$ cat src/rtl/wb_regfile.sv
// Writeback stage and architectural register file: load extraction, writeback
// select, 32 x XLEN register file with write-through read ports and a commit counter.
module wb_regfile #(
    parameter int XLEN  = 32,
    parameter int NREGS = 32
) (
    input  logic                     clk,
    input  logic                     rst,
    input  logic [1:0]               LoadMux_in,
    input  logic [1:0]               MemToReg_in,
    input  logic                     RegWrite_in,
    input  logic [XLEN-1:0]          ALUResult_in,
    input  logic [XLEN-1:0]          MemContent_in,
    input  logic [XLEN-1:0]          PCplus4_in,
    input  logic [$clog2(NREGS)-1:0] RdAddress_in,
    input  logic [$clog2(NREGS)-1:0] Rs1Address_in,
    input  logic [$clog2(NREGS)-1:0] Rs2Address_in,
    output logic [XLEN-1:0]          Rs1Data_out,
    output logic [XLEN-1:0]          Rs2Data_out,
    output logic [XLEN-1:0]          WbData_out,
    output logic                     WbWe_out,
    output logic [XLEN-1:0]          WbCount_out
);
    localparam int AW = $clog2(NREGS);

    logic [7:0]      load_byte;
    logic [15:0]     load_half;
    logic [XLEN-1:0] load_data;
    logic [XLEN-1:0] wb_data;
    logic            wb_we;

    logic [XLEN-1:0] regs_q [NREGS];
    logic [XLEN-1:0] wb_count_q;
    logic [XLEN-1:0] wb_count_d;

    // ALUResult_in[0] does not participate in halfword selection.
    always_comb begin
        load_byte = MemContent_in[8*ALUResult_in[1:0] +: 8];
        load_half = ALUResult_in[1] ? MemContent_in[31:16] : MemContent_in[15:0];
        case (LoadMux_in)
            2'b00:   load_data = MemContent_in;
            2'b01:   load_data = {{(XLEN-16){load_half[15]}}, load_half};
            2'b10:   load_data = {{(XLEN-8){load_byte[7]}}, load_byte};
            default: load_data = {{(XLEN-8){1'b0}}, load_byte};
        endcase
    end

    always_comb begin
        case (MemToReg_in)
            2'b01:   wb_data = load_data;
            2'b10:   wb_data = PCplus4_in;
            default: wb_data = ALUResult_in;
        endcase
    end

    assign wb_we      = RegWrite_in && (RdAddress_in != '0) && !rst;
    assign wb_count_d = wb_count_q + 1'b1;

    always_ff @(posedge clk or posedge rst) begin
        if (rst) begin
            for (int i = 0; i < NREGS; i++) begin
                regs_q[i] <= '0;
            end
            wb_count_q <= '0;
        end else if (wb_we) begin
            regs_q[RdAddress_in] <= wb_data;
            wb_count_q           <= wb_count_d;
        end
    end

    // Read ports: x0 is zero, then same-cycle bypass of the value being committed.
    logic [AW-1:0]   rd_addr [2];
    logic [XLEN-1:0] rd_data [2];

    assign rd_addr[0] = Rs1Address_in;
    assign rd_addr[1] = Rs2Address_in;

    for (genvar gi = 0; gi < 2; gi++) begin : g_read
        assign rd_data[gi] = (rd_addr[gi] == '0) ? '0 :
                             (wb_we && (rd_addr[gi] == RdAddress_in)) ? wb_data :
                             regs_q[rd_addr[gi]];
    end

    assign Rs1Data_out = rd_data[0];
    assign Rs2Data_out = rd_data[1];
    assign WbData_out  = wb_data;
    assign WbWe_out    = wb_we;
    assign WbCount_out = wb_count_q;
endmodule

$ cat config.mk
export PLATFORM = sky130hd
export DESIGN_NAME = wb_regfile
export DESIGN_NICKNAME = d
export VERILOG_FILES = /design/src/rtl/wb_regfile.sv
export SDC_FILE = /design/constraint.sdc
export NUM_CORES = 2
export LEC_CHECK = 0
export CAP_MARGIN = 25
export CORE_UTILIZATION = 40
export DETAILED_ROUTE_END_ITERATION = 16
export HOLD_SLACK_MARGIN = 0.12
export SETUP_SLACK_MARGIN = 0.5
export SKIP_CTS_REPAIR_TIMING = 1
export SYNTH_ARGS = -nofsm -noshare
export SYNTH_HDL_FRONTEND = slang
export SYNTH_SLANG_ARGS = --single-unit
$ cat constraint.sdc
create_clock -name clk -period 40.9 [get_ports clk]
set_input_delay 8.18 -clock clk [delete_from_list [all_inputs] [get_ports clk]]
set_output_delay 8.18 -clock clk [all_outputs]
set_load 0.005 [all_outputs]
==> results.py <==
metrics = {
    "placed_design": {
        "gp_congestion": 0.845,
        "place_area_sq_um": 59100,
        "numPortBuffers": 246,
        "dpl.hpwl_mm": 114,
        "pre_cts_ws_ps": 19960,
    },
    "cts": {
        "clock_latency_ps": 730,
        "cts_buffer_depth": 3,
        "clockRootBuffer": "clkbuf_16",
        "htreeDepth": 3,
        "cts.sinks": 1056,
        "tritoncts": "built",
        "clk_pin_slew_worst_paths_ps": 50,
        "cts_buffers": 111,
    },
    "grt": {
        "grt_pass1_vias": 41500,
        "grt_max_degree": 163,
        "grt_usage": 0.274,
        "overflow": 0,
        "grt_pass1_wl_mm": 284,
        "antenna_found_initial": 7,
    },
    "sta": {
        "timing_hold_violations_final": 0,
        "fin_ws_ps": 19930,
        "rsz0062_at_grt": "false",
        "slew_viol_final": 0,
        "period_share": 0.513,
        "finalSetupViolCount": 0,
        "clock.fmax_ghz": 0.0477,
        "timing.setup.tns_ps": 0,
        "final.min_clock_period_ps": 20970,
        "worstMarginPinSlew_ps": 1150,
        "holdWs_ps": 398,
        "slew_headroom": 0.234,
        "clock_skew_ps": 9.50,
    },
    "drt": {
        "ant_nets": 0,
        "first_pass_iters": 7,
        "drtIter0Drc": 4951,
        "num_vias": 42200,
        "wl_per_cell_microns": 28.1,
        "drt-total-wl_mm": 191,
        "via_per_inst": 6.19,
        "route.detailed.drc": 0,
    },
    "cells_and_area": {
        "drive_gt1_frac": 0.183,
        "final_cell_mix": "1,056 x dfrtp_1, 673 x nand2_1, 596 x o21ai_0",
        "areaGrowthSynthToFinish_pct": 14.4,
        "fillCellCount": 12400,
        "final_common_cell": "dfrtp_1",
        "multiInputGateArea_sq_um": 26700,
        "design_area_sq_um": 63000,
        "seq_area_sq_um": 26400,
        "postLayoutCoreUtil": 0.464,
        "num-nets-final": 5055,
    },
    "critical_path": {
        "worst-setup-path-type": "in2out",
        "crit_slowest_cell": "nand2_1",
        "crit_chain": "buf_8, buf_12, xor2_1, nor2_1, nand3_2, nand2_1, o221ai_1, clkdlybuf4s50_1",
        "crit_fanout": 100,
        "cp-start-kind": "input port",
        "slowest_delay_ps": 860,
        "critPathArrivalTime_ps": 12790,
        "cp-end-kind": "output pin",
        "critical_path_required_ps": 32720,
    },
    "synth": {
        "synth_top_family_by_area": "multiplexers",
        "synth_nets": 5105,
        "synthesis.instances": 4984,
        "syn_area_sq_um": 55100,
        "postSynthAreaPerCell_sq_um": 11.1,
        "synthAdderAreaFrac": 0.000681,
        "yosys.area.top_type": "dfrtp_1",
        "synth.area.top_cells": "dfrtp_1 48%, mux4_2 21%, o21ai_0 5.4%",
        "synth_simple_gate_area_frac": 0.0957,
        "synth_compound_area_frac": 0.140,
        "synthMuxAreaShare": 0.235,
        "synth_top_area_share": 0.480,
        "synthFlopType": "dfrtp_1",
        "yosysSeqAreaShare": 0.480,
        "synth_edf_count": 0,
        "synth_xor_area_frac": 0.00652,
        "ys_ff_latch": 1056,
        "ys_types": 59,
        "synthArstFlopShare": 1.00,
        "ys.warnings.count": 0,
    },
    "floorplan": {
        "dieWidth_microns": 373,
        "die_area_sq_um": 139000,
        "start_util": 0.405,
        "chipHeight_microns": 373,
        "core-area_sq_um": 136000,
        "num_rows": 135,
        "io_pins": 247,
    },
    "worst_hold_path": {
        "hp-class": "reg2reg",
    },
    "run": {
        "cap_violations": 0,
    },
    "power": {
        "leakagePower_nw": 26.4,
        "p_per_area_nw_per_um2": 47.0,
        "vdd_drop_max_mv": 0.0334,
    },
    "outcome": {
        "status": "completed",
    },
}
critical path: cells and delay by family:
family                    cells  cell delay, ps
AOI/OAI and AO/OA             1             450
xor gates and xnor gates      1             150
buffers and inverters         3            1890
and+or+nand+nor               3            2000
state kept, by name (all words and copies together), names as in the netlist:
name and cells:
regs_q 1024, WbCount_out 32
layer usage:
layer  global-route usage  vias up  wire [microns]
li1                     -    18100               -
met1                0.373    21600           76600
met2                0.429     2060           88900
met3               0.0659      418           18400
met4               0.0944        6            7060
met5                    0        -              33
final cells by class:
type,count,area share
Antenna cell,2,0.0000794
Clock buffer,168,0.0525
Clock inverter,34,0.00784
Inverter,57,0.00351
Multi-Input combinational cell,3330,0.424
Sequential cell,1056,0.419
Tap cell,1781,0.0353
Timing Repair Buffer,378,0.0577
synth_stat cells, types with 10 or more instances:
master,count
nor2b_1,23
a21oi_1,413
inv_1,54
mux4_2,522
a222oi_1,15
and3_1,16
buf_2,90
clkbuf_1,406
o22ai_1,52
dfrtp_1,1056
mux2i_1,111
o221ai_1,17
a22o_1,15
xnor2_1,29
a221oi_1,23
xor2_1,12
nand2b_1,10
nor3_1,45
o21ai_1,21
nor2_1,436
o21ai_0,596
a211oi_1,43
a22oi_1,129
nand2_1,684
nand3_1,21
buf_1,43
logic make-up after synthesis:
kind of cell	count (synthesis)
AOI/OAI and AO/OA	1355
and+or+nand+nor	1292
DFF	1056
muxes	639
buffers and inverters	598
xor gates and xnor gates	41
adders and majority gates	3
stage by stage:
stage / std cells / power (mW)
detailed placement: 6594 / 1.91
global route: 6804 / 3.09
CTS: 6796 / 2.97
global placement: 6591 / 1.89
floorplan: 4984 / 1.69
finish: 6806 / 2.97
final timing paths:
path / start / endpoint / slack, ps / depth (start not counted)
max: Rs1Address_in[0] / Rs1Data_out[10] / 19930 / 8
min: regs_q[1014] / regs_q[1014] / 400 / 0
max reg2reg: WbCount_out[3] / WbCount_out[30] / 38590 / 5
min reg2reg: regs_q[1014] / regs_q[1014] / 400 / 0
max in group asynchronous: rst / regs_q[100] / 29680 / 5
min in group asynchronous: rst / regs_q[662] / 8040 / 2
report_power, final:
group          switching [mW]  internal (mW)  leakage (nW)  total, mW
registers               0.117           1.19          14.0       1.31
logic                   0.300          0.284          10.5      0.585
clock network           0.443          0.626          1.87       1.07
total                   0.861           2.10          26.4       2.97
No activity file was read; power rests on OpenSTA's default activity.
